==> src/rtl/conv_row_sequencer_pkg.sv <==
// Shared state encoding and FIFO count for the row-stationary stimulus sequencer.
// Pure definitions: no latency, no backpressure.
package conv_row_sequencer_pkg;

    typedef enum logic [2:0] {
        ST_IDLE,
        ST_LOAD_WGT,
        ST_ROW_GAP,
        ST_STREAM,
        ST_ROW_END
    } state_t;

    // One psum FIFO per kernel row; only a 3x3 kernel is supported.
    localparam int FIFO_CNT = 3;

endpackage

==> src/rtl/conv_row_sequencer_pos_counter.sv <==
// Row/column position tracker for the raster-order IFM stream; col wraps at COLS-1.
// Registered, 1-cycle update; no backpressure (advances only on enables).
module conv_row_sequencer_pos_counter #(
    parameter int COLS      = 9,
    parameter int ROWS      = 5,
    parameter int CNT_WIDTH = 4
) (
    input  logic                 clk1,
    input  logic                 rst_n,
    input  logic                 clr,
    input  logic                 col_clr,
    input  logic                 col_inc,
    input  logic                 row_inc,
    output logic [CNT_WIDTH-1:0] row,
    output logic [CNT_WIDTH-1:0] col,
    output logic                 last_col,
    output logic                 last_row
);

    assign last_col = (col == CNT_WIDTH'(COLS - 1));
    assign last_row = (row == CNT_WIDTH'(ROWS - 1));

    always_ff @(posedge clk1 or negedge rst_n) begin
        if (!rst_n) begin
            row <= '0;
            col <= '0;
        end else if (clr) begin
            row <= '0;
            col <= '0;
        end else begin
            if (col_clr)
                col <= '0;
            else if (col_inc)
                col <= last_col ? '0 : col + 1'b1;
            if (row_inc)
                row <= last_row ? '0 : row + 1'b1;
        end
    end

endmodule

==> src/rtl/conv_row_sequencer.sv <==
// Sequences weight load, raster IFM streaming and psum FIFO strobes for the 3x3 PE array.
// Outputs registered 1 cycle after the accepted beat; ifm_ready is high only while streaming.
module conv_row_sequencer
    import conv_row_sequencer_pkg::*;
#(
    parameter int IFM_WIDTH    = 8,
    parameter int WEIGHT_WIDTH = 8,
    parameter int KERNEL_SIZE  = 3,
    parameter int IFM_COLS     = 9,
    parameter int IFM_ROWS     = 5,
    parameter int CNT_WIDTH    = 4
) (
    input  logic                                        clk1,
    input  logic                                        rst_n,
    input  logic                                        start,
    input  logic [WEIGHT_WIDTH*KERNEL_SIZE*KERNEL_SIZE-1:0] wgt_in,
    input  logic                                        wgt_valid,
    input  logic [IFM_WIDTH-1:0]                        ifm_in,
    input  logic                                        ifm_valid,
    output logic                                        ifm_ready,
    output logic [WEIGHT_WIDTH*KERNEL_SIZE*KERNEL_SIZE-1:0] wgt,
    output logic [IFM_WIDTH-1:0]                        ifm,
    output logic                                        set_wgt,
    output logic                                        set_ifm,
    output logic                                        set_reg,
    output logic                                        wr_en_0,
    output logic                                        wr_en_1,
    output logic                                        wr_en_2,
    output logic                                        rd_en_0,
    output logic                                        rd_en_1,
    output logic                                        rd_en_2,
    output logic                                        wr_clr,
    output logic                                        rd_clr,
    output logic                                        busy,
    output logic                                        done
);

    state_t                 state;
    logic [CNT_WIDTH-1:0]   row;
    logic [CNT_WIDTH-1:0]   col;
    logic                   last_col;
    logic                   last_row;
    logic [FIFO_CNT-1:0]    wr_dec;
    logic [FIFO_CNT-1:0]    rd_dec;
    logic [FIFO_CNT-1:0]    wr_en;
    logic [FIFO_CNT-1:0]    rd_en;

    assign ifm_ready = (state == ST_STREAM);

    conv_row_sequencer_pos_counter #(
        .COLS      (IFM_COLS),
        .ROWS      (IFM_ROWS),
        .CNT_WIDTH (CNT_WIDTH)
    ) u_pos (
        .clk1     (clk1),
        .rst_n    (rst_n),
        .clr      (state == ST_IDLE),
        .col_clr  (state == ST_ROW_GAP),
        .col_inc  ((state == ST_STREAM) && ifm_valid),
        .row_inc  ((state == ST_ROW_END) && !last_row),
        .row      (row),
        .col      (col),
        .last_col (last_col),
        .last_row (last_row)
    );

    // FIFO k starts collecting once kernel row k has data, and is drained from the row after.
    always_comb begin
        wr_dec = '0;
        rd_dec = '0;
        for (int k = 0; k < FIFO_CNT; k++) begin
            wr_dec[k] = (row >= CNT_WIDTH'(k)) && (col >= CNT_WIDTH'(KERNEL_SIZE));
            rd_dec[k] = (row >= CNT_WIDTH'(k + 1)) && (col <= CNT_WIDTH'(IFM_COLS - 2));
        end
    end

    assign wr_en_0 = wr_en[0];
    assign wr_en_1 = wr_en[1];
    assign wr_en_2 = wr_en[2];
    assign rd_en_0 = rd_en[0];
    assign rd_en_1 = rd_en[1];
    assign rd_en_2 = rd_en[2];

    always_ff @(posedge clk1 or negedge rst_n) begin
        if (!rst_n) begin
            state   <= ST_IDLE;
            wgt     <= '0;
            ifm     <= '0;
            set_wgt <= 1'b0;
            set_ifm <= 1'b0;
            set_reg <= 1'b0;
            wr_en   <= '0;
            rd_en   <= '0;
            wr_clr  <= 1'b0;
            rd_clr  <= 1'b0;
            busy    <= 1'b0;
            done    <= 1'b0;
        end else begin
            set_ifm <= 1'b0;
            set_reg <= 1'b0;
            wr_en   <= '0;
            rd_en   <= '0;
            wr_clr  <= 1'b0;
            rd_clr  <= 1'b0;
            done    <= 1'b0;
            case (state)
                ST_IDLE: begin
                    if (start) begin
                        state <= ST_LOAD_WGT;
                        busy  <= 1'b1;
                    end
                end
                ST_LOAD_WGT: begin
                    if (wgt_valid) begin
                        wgt     <= wgt_in;
                        set_wgt <= 1'b1;
                        state   <= ST_ROW_GAP;
                    end
                end
                ST_ROW_GAP: begin
                    wr_clr <= 1'b1;
                    state  <= ST_STREAM;
                end
                ST_STREAM: begin
                    if (ifm_valid) begin
                        ifm     <= ifm_in;
                        set_ifm <= 1'b1;
                        set_reg <= 1'b1;
                        wr_en   <= wr_dec;
                        rd_en   <= rd_dec;
                        if (last_col)
                            state <= ST_ROW_END;
                    end
                end
                ST_ROW_END: begin
                    rd_clr <= 1'b1;
                    if (last_row) begin
                        state   <= ST_IDLE;
                        busy    <= 1'b0;
                        set_wgt <= 1'b0;
                        done    <= 1'b1;
                    end else begin
                        state <= ST_ROW_GAP;
                    end
                end
                default: begin
                    state <= ST_IDLE;
                    busy  <= 1'b0;
                end
            endcase
        end
    end

endmodule

==> config.mk <==
export PLATFORM = sky130hd
export DESIGN_NAME = conv_row_sequencer
export DESIGN_NICKNAME = d
export VERILOG_FILES = /design/src/rtl/conv_row_sequencer_pkg.sv /design/src/rtl/conv_row_sequencer_pos_counter.sv /design/src/rtl/conv_row_sequencer.sv
export SDC_FILE = /design/constraint.sdc
export NUM_CORES = 1
export LEC_CHECK = 0
export CAP_MARGIN = 20
export CORE_MARGIN = 2
export CORE_UTILIZATION = 38
export CTS_CLUSTER_DIAMETER = 120
export CTS_CLUSTER_SIZE = 8
export DETAILED_ROUTE_END_ITERATION = 10
export GPL_ROUTABILITY_DRIVEN = 0
export PLACE_DENSITY = 0.76
export SYNTH_ARGS = -nofsm -noshare
export SYNTH_HDL_FRONTEND = slang
export SYNTH_SLANG_ARGS = --single-unit
==> constraint.sdc <==
create_clock -name clk1 -period 1.61 [get_ports clk1]
set_input_delay 0.322 -clock clk1 [delete_from_list [all_inputs] [get_ports clk1]]
set_output_delay 0.322 -clock clk1 [all_outputs]
set_load 0.005 [all_outputs]
==> results.json, run 1 <==
{
  "maxCapViolations": 0,
  "vias": 3066,
  "worstSkewPairLatency_ns": 0.36,
  "finalPower_mw": 11.1,
  "die_h_um": 108,
  "synthAdderAreaFrac": 0.0212,
  "final_max_slew_viol_count": 0,
  "drc": 0,
  "top_register": "wgt",
  "yosys.area_share.simple": 0.0840,
  "rows": 38,
  "hold_path_class": "input port to async pin",
  "p_sw_mw": 3.14,
  "crit_fanout": 20,
  "power.internal_mw": 7.93,
  "syn-instance-count": 288,
  "max-slew-margin-rel": 0.689,
  "routedWlPerCell_um": 15.7,
  "synth_xor_area_frac": 0,
  "crit_path_start_kind": "register",
  "p_per_area_nw_per_um2": 1640,
  "coreArea_um2": 10700,
  "clock-sinks": 103,
  "synth_nets": 380,
  "numCtsBuffers": 9,
  "worstPathArrival_ns": 1.88,
  "endpoint_kind": "register",
  "grt_max_degree": 44,
  "initial_core_util": 0.386,
  "synth_compound_area_frac": 0.0267,
  "reg.largest.list": "wgt (72), ifm (8)",
  "setup_viol": 44,
  "clock_power_share": 0.137,
  "area_delta_synth_final_pct": 63.6,
  "synth_seq_area_share": 0.625,
  "outcome": "finished with violations",
  "crit_required_ns": 1.85,
  "final_common_cell": "clkdlybuf4s50_1",
  "drive_gt1_frac": 0.207,
  "synth_top_family_by_area": "multiplexers",
  "port_buffers": 178,
  "violations": "setup timing",
  "cts_root_buf": "clkbuf_8",
  "ys_types": 38,
  "cts.clk_slew.worst_paths_ns": 0.10,
  "drt_iter0_markers": 101,
  "fin_crit_sh": 1.02,
  "antenna_found_initial": 0,
  "yosysWarnings": 0,
  "wirelength_mm": 10.3,
  "fin_crit_ns": 1.65,
  "antenna_left": 0,
  "crit_type": "register to register",
  "fin_skew_ns": 0.00908,
  "dieArea_um2": 11700,
  "h-tree-depth": 3,
  "rsz0062_at_grt": "yes",
  "ys_ff_latch": 103,
  "p_leak_nw": 3.16,
  "avgSynthCellArea_um2": 14.3,
  "p_sw_frac": 0.284,
  "layout_common_cells": "clkdlybuf4s50_1 (155), dfrtp_1 (103), mux2_4 (36), buf_4 (35)",
  "track_usage": 0.170,
  "n_antenna_cell": 0,
  "synthMuxAreaShare": 0.201,
  "first_pass_iters": 4,
  "p_comb_frac": 0.471,
  "vdd_drop_max_mv": 0.792,
  "cts_tree": "done",
  "fmax_mhz": 607,
  "grt_pass1_wl_mm": 15.4,
  "hold_viol": 0,
  "hpwl_mm": 7.50,
  "worst_pin_slew_ns": 0.460,
  "nets": 599,
  "clk_path_buf_depth": 2,
  "whs_ns": 0.351,
  "grt_pass1_vias": 3106,
  "worst_slack_ns": -0.0382,
  "via_per_inst": 4.70,
  "synth.cell_area_um2": 4130,
  "die_w_um": 108,
  "overflow": 0,
  "seqPwrFrac": 0.392,
  "largest_reg_flops": 72,
  "ios": 179
}
==> worst max-delay path: stages (launching register included) <==
cell and delay [ns]:
dfrtp_1 0.40, buf_6 0.13, nor4bb_4 0.30, buf_4 0.19, buf_12 0.17, mux2_1 0.34
==> worst paths after layout <==
check                         start      endpoint  slack, ns  cells after the start
max                        state[2]        wgt[2]      -0.04                      5
min                           rst_n       wgt[11]       0.35                      2
max reg2reg                state[2]        wgt[2]      -0.04                      5
min reg2reg                  ifm[5]        ifm[5]       0.49                      2
max in group asynchronous     rst_n  u_pos.col[2]       0.76                      3
min in group clk1            ifm[5]        ifm[5]       0.49                      2
==> metrics by stage <==
step                worst slack [ns]  std cells  setup TNS, ns   util  area (µm²)
floorplan                      0.104        288              0      -        4130
global placement              -0.369        613         -25.77  0.579        6190
detailed placement            -0.395        613         -26.72  0.579        6190
CTS                          -0.0743        634          -3.31  0.609        6520
global route                  -0.170        652          -9.32  0.631        6750
finish                       -0.0382        652         -0.810  0.631        6750
==> final cells by class <==
| class | instances | area (µm²) |
|---|---|---|
| Fill cell | 820 | 3950 |
| Sequential cell | 103 | 2580 |
| Inverter | 10 | 37.5 |
| Timing Repair Buffer | 222 | 2260 |
| Multi-Input combinational cell | 161 | 1520 |
| Clock buffer | 11 | 141 |
| Tap cell | 140 | 175 |
| Clock inverter | 5 | 42.5 |
==> synthesized netlist by cell type <==
library cell	instances	share of area
a211oi_1	1	0.0018
a21oi_1	4	0.0049
a311oi_1	1	0.0021
a31o_2	1	0.0021
a31oi_1	1	0.0015
a41oi_1	1	0.0021
and2_1	1	0.0015
and3_1	4	0.0061
and3b_1	1	0.0021
buf_2	3	0.0036
buf_4	2	0.0036
buf_6	2	0.0055
buf_8	5	0.018
clkbuf_1	2	0.0018
dfrtp_1	103	0.62
ha_1	7	0.021
inv_1	9	0.0082
inv_2	1	0.00091
mux2_1	58	0.16
mux2_2	14	0.038
mux2i_1	2	0.0049
nand2_1	31	0.028
nand3_1	3	0.0036
nand3b_1	1	0.0018
nand4b_1	1	0.0021
nand4b_4	1	0.0058
nor2_1	4	0.0036
nor2b_1	3	0.0046
nor3_1	6	0.0073
nor3b_2	1	0.0030
nor4_1	2	0.0030
nor4b_1	1	0.0021
nor4bb_4	1	0.0061
o211ai_1	1	0.0018
o21ai_0	4	0.0049
o21bai_1	1	0.0018
o31ai_1	2	0.0036
or3_1	2	0.0030
==> cell families after synthesis <==
kind of cell,after synthesis
flops,103
mux,74
simple gates,63
buf+inv,24
compound gates,17
fa+ha+maj,7
==> power by group through the flow <==
stage,combinational [mW],sequential (mW),clock (mW)
detailed placement,4.54,4.40,0
global route,5.59,4.48,1.68
global placement,4.41,4.34,0
floorplan,1.57,4.39,0
CTS,4.91,4.35,1.55
finish,5.22,4.34,1.52
==> metal layers <==
layer,global-route usage,share of wire
met4,0.0650,0.024
met1,0.206,0.40
met3,0.0356,0.060
met5,0,0
met2,0.296,0.51
==> repair_timing <==
action,4_1_cts,5_1_grt
pin swaps,1,0
endpoints found under the setup margin,17,108
gates resized for setup,29,32
hold buffers,1,0
endpoints found under the hold margin,11,0
buffers inserted,4,18
gates cloned,0,0
No activity file was read; power rests on OpenSTA's default activity.
==> run 2, diff against run 1 <==
CORE_ASPECT_RATIO = 0.9   (was unset)
==> results.json, run 2 (synthesized netlist as in run 1, its figures left out) <==
{
  "crit_type": "register to register",
  "die_w_um": 114,
  "worst_pin_slew_ns": 0.430,
  "fin_area_um2": 7040,
  "min_path_cells": 2,
  "final_common_cell": "clkdlybuf4s50_1",
  "n_antenna_cell": 0,
  "fmax_mhz": 593,
  "dieArea_um2": 11700,
  "numCtsBuffers": 9,
  "drive_gt1_frac": 0.244,
  "maxCapViolations": 0,
  "place_inst": 608,
  "worstPathArrival_ns": 1.91,
  "outcome": "finished with violations",
  "whs_ns": 0.478,
  "grt_pass1_vias": 3123,
  "rows": 36,
  "worst_slack_ns": -0.0756,
  "largest_reg_flops": 72,
  "rsz0062_at_grt": "yes",
  "hold_path_startpoint": "ifm[4]",
  "hold_viol": 0,
  "setup_viol": 70,
  "grt_max_degree": 55,
  "grt_pass1_wl_mm": 15.9,
  "fin_crit_ns": 1.69,
  "cts_root_buf": "clkbuf_16",
  "holdPathEnd": "ifm[4]",
  "reg.largest.list": "wgt (72), ifm (8)",
  "critPathMaxStageDelay_ns": 0.39,
  "fin_skew_ns": 0.00419,
  "final_max_slew_viol_count": 0,
  "layout_common_cells": "clkdlybuf4s50_1 (176), dfrtp_1 (103), mux2_4 (59), nand2_1 (31), buf_4 (21)",
  "clock-sinks": 103,
  "vias": 3084,
  "path_cells": "buf_6 -> nor4bb_4 -> buf_6 -> buf_12 -> clkbuf_16 -> mux2_4",
  "vdd_drop_max_mv": 0.944,
  "n_fill_cell": 799,
  "reg2reg_to": "wgt[51]",
  "ios": 179,
  "port_buffers": 178,
  "nets": 595,
  "die_h_um": 103,
  "critical_path.top_delay_family": "buffers and inverters",
  "cts_tree": "done",
  "endpoint_kind": "register",
  "top_register": "wgt",
  "antenna_found_initial": 0,
  "ff2ff_setup_slack_ns": -0.08,
  "hpwl_mm": 7.44,
  "clk_path_buf_depth": 2,
  "reg2regPathDepth": 6,
  "crit_path_start_kind": "register",
  "antenna_left": 0,
  "initial_core_util": 0.385,
  "final_core_utilization": 0.656,
  "place_ws_ns": -0.395,
  "routedWlPerCell_um": 17.5,
  "area_delta_synth_final_pct": 70.5,
  "dpl_cell_area_um2": 6200,
  "cp_common_cell": "buf_6",
  "via_per_inst": 4.81,
  "critPathSlowestCell": "dfrtp_1",
  "hold_path_class": "register to register",
  "p_leak_nw": 3.13,
  "overflow": 0,
  "fin_crit_sh": 1.05,
  "wirelength_mm": 11.2,
  "drt_iter0_markers": 146,
  "crit_fanout": 7,
  "p_per_area_nw_per_um2": 1770,
  "h-tree-depth": 3,
  "drc": 0,
  "crit_required_ns": 1.83,
  "critical_path_buf_inv_count": 4,
  "reg2reg_from": "state[2]",
  "final.setup.tns_ns": -3.24,
  "finalPower_mw": 12.5,
  "worstSkewPairLatency_ns": 0.34,
  "first_pass_iters": 4,
  "max-slew-margin-rel": 0.710,
  "coreArea_um2": 10700,
  "violations": "setup timing",
  "track_usage": 0.176,
  "final_cells": 641,
  "cts.clk_slew.worst_paths_ns": 0.07
}
run 2: changes by cell type in the layout (fill, tap and decap cells not counted), sizes merged:
cell and change:
clkdlybuf4s50 +21, dlymetal6s2s -21, buf -11, clkbuf +8, bufinv +3, clkinvlp -2, dlygate4sd2 -1, inv -1
run 2: area by class of cell:
type / instances / area, µm² / share of cell area
clock buffers: 11 / 233 / 0.0331
well taps: 133 / 166 / 0.0237
clock inverters: 5 / 106 / 0.0151
inverters: 10 / 37.5 / 0.00534
repair buffers: 218 / 2310 / 0.329
multi-input cells: 161 / 1600 / 0.228
flip-flops and latches: 103 / 2580 / 0.366
run 2: repair_timing:
action / CTS / global route
hold endpoints to repair: 71 / 0
pin swaps: 0 / 3
hold buffers: 1 / 0
endpoints found under the setup margin: 32 / 70
gates resized for setup: 33 / 36
gates cloned: 0 / 8
buffers inserted: 1 / 7
run 2: worst max path at each step:
stage	startpoint	endpoint	slack, ns	depth (start not counted)
global placement	wgt_valid	wgt[32]	-0.38	5
CTS	state[2]	wgt[32]	-0.06	5
finish	state[2]	wgt[51]	-0.08	6
floorplan	state[2]	wgt[22]	0.10	4
detailed placement	wgt_valid	wgt[32]	-0.39	5
global route	state[2]	wgt[21]	-0.12	6
run 2: worst min-delay path, stage by stage (launching register included):
cell and delay (ns):
dfrtp_1 0.35, nand2_1 0.05, nand2_1 0.05
run 2: metal layers:
metal | track usage | wire [µm] | vias up
met5 | 0 | 0 | -
met4 | 0.0422 | 71 | 0
met3 | 0.0506 | 633 | 8
met2 | 0.318 | 5810 | 113
met1 | 0.209 | 4700 | 1537
li1 | - | - | 1426
run 2: power breakdown:
group	leakage, nW	switching, mW	internal, mW	total, mW
sequential	1.25	0.668	3.73	4.40
clock	0.160	0.932	1.52	2.46
combinational	1.71	1.70	3.92	5.63
==> run 3, diff against run 2 <==
CAP_MARGIN = unset   (was 20)
HOLD_SLACK_MARGIN = 0.03   (was unset)
==> results of run 3 <==
Final layout, timing and power as in run 2 (identical DEF).
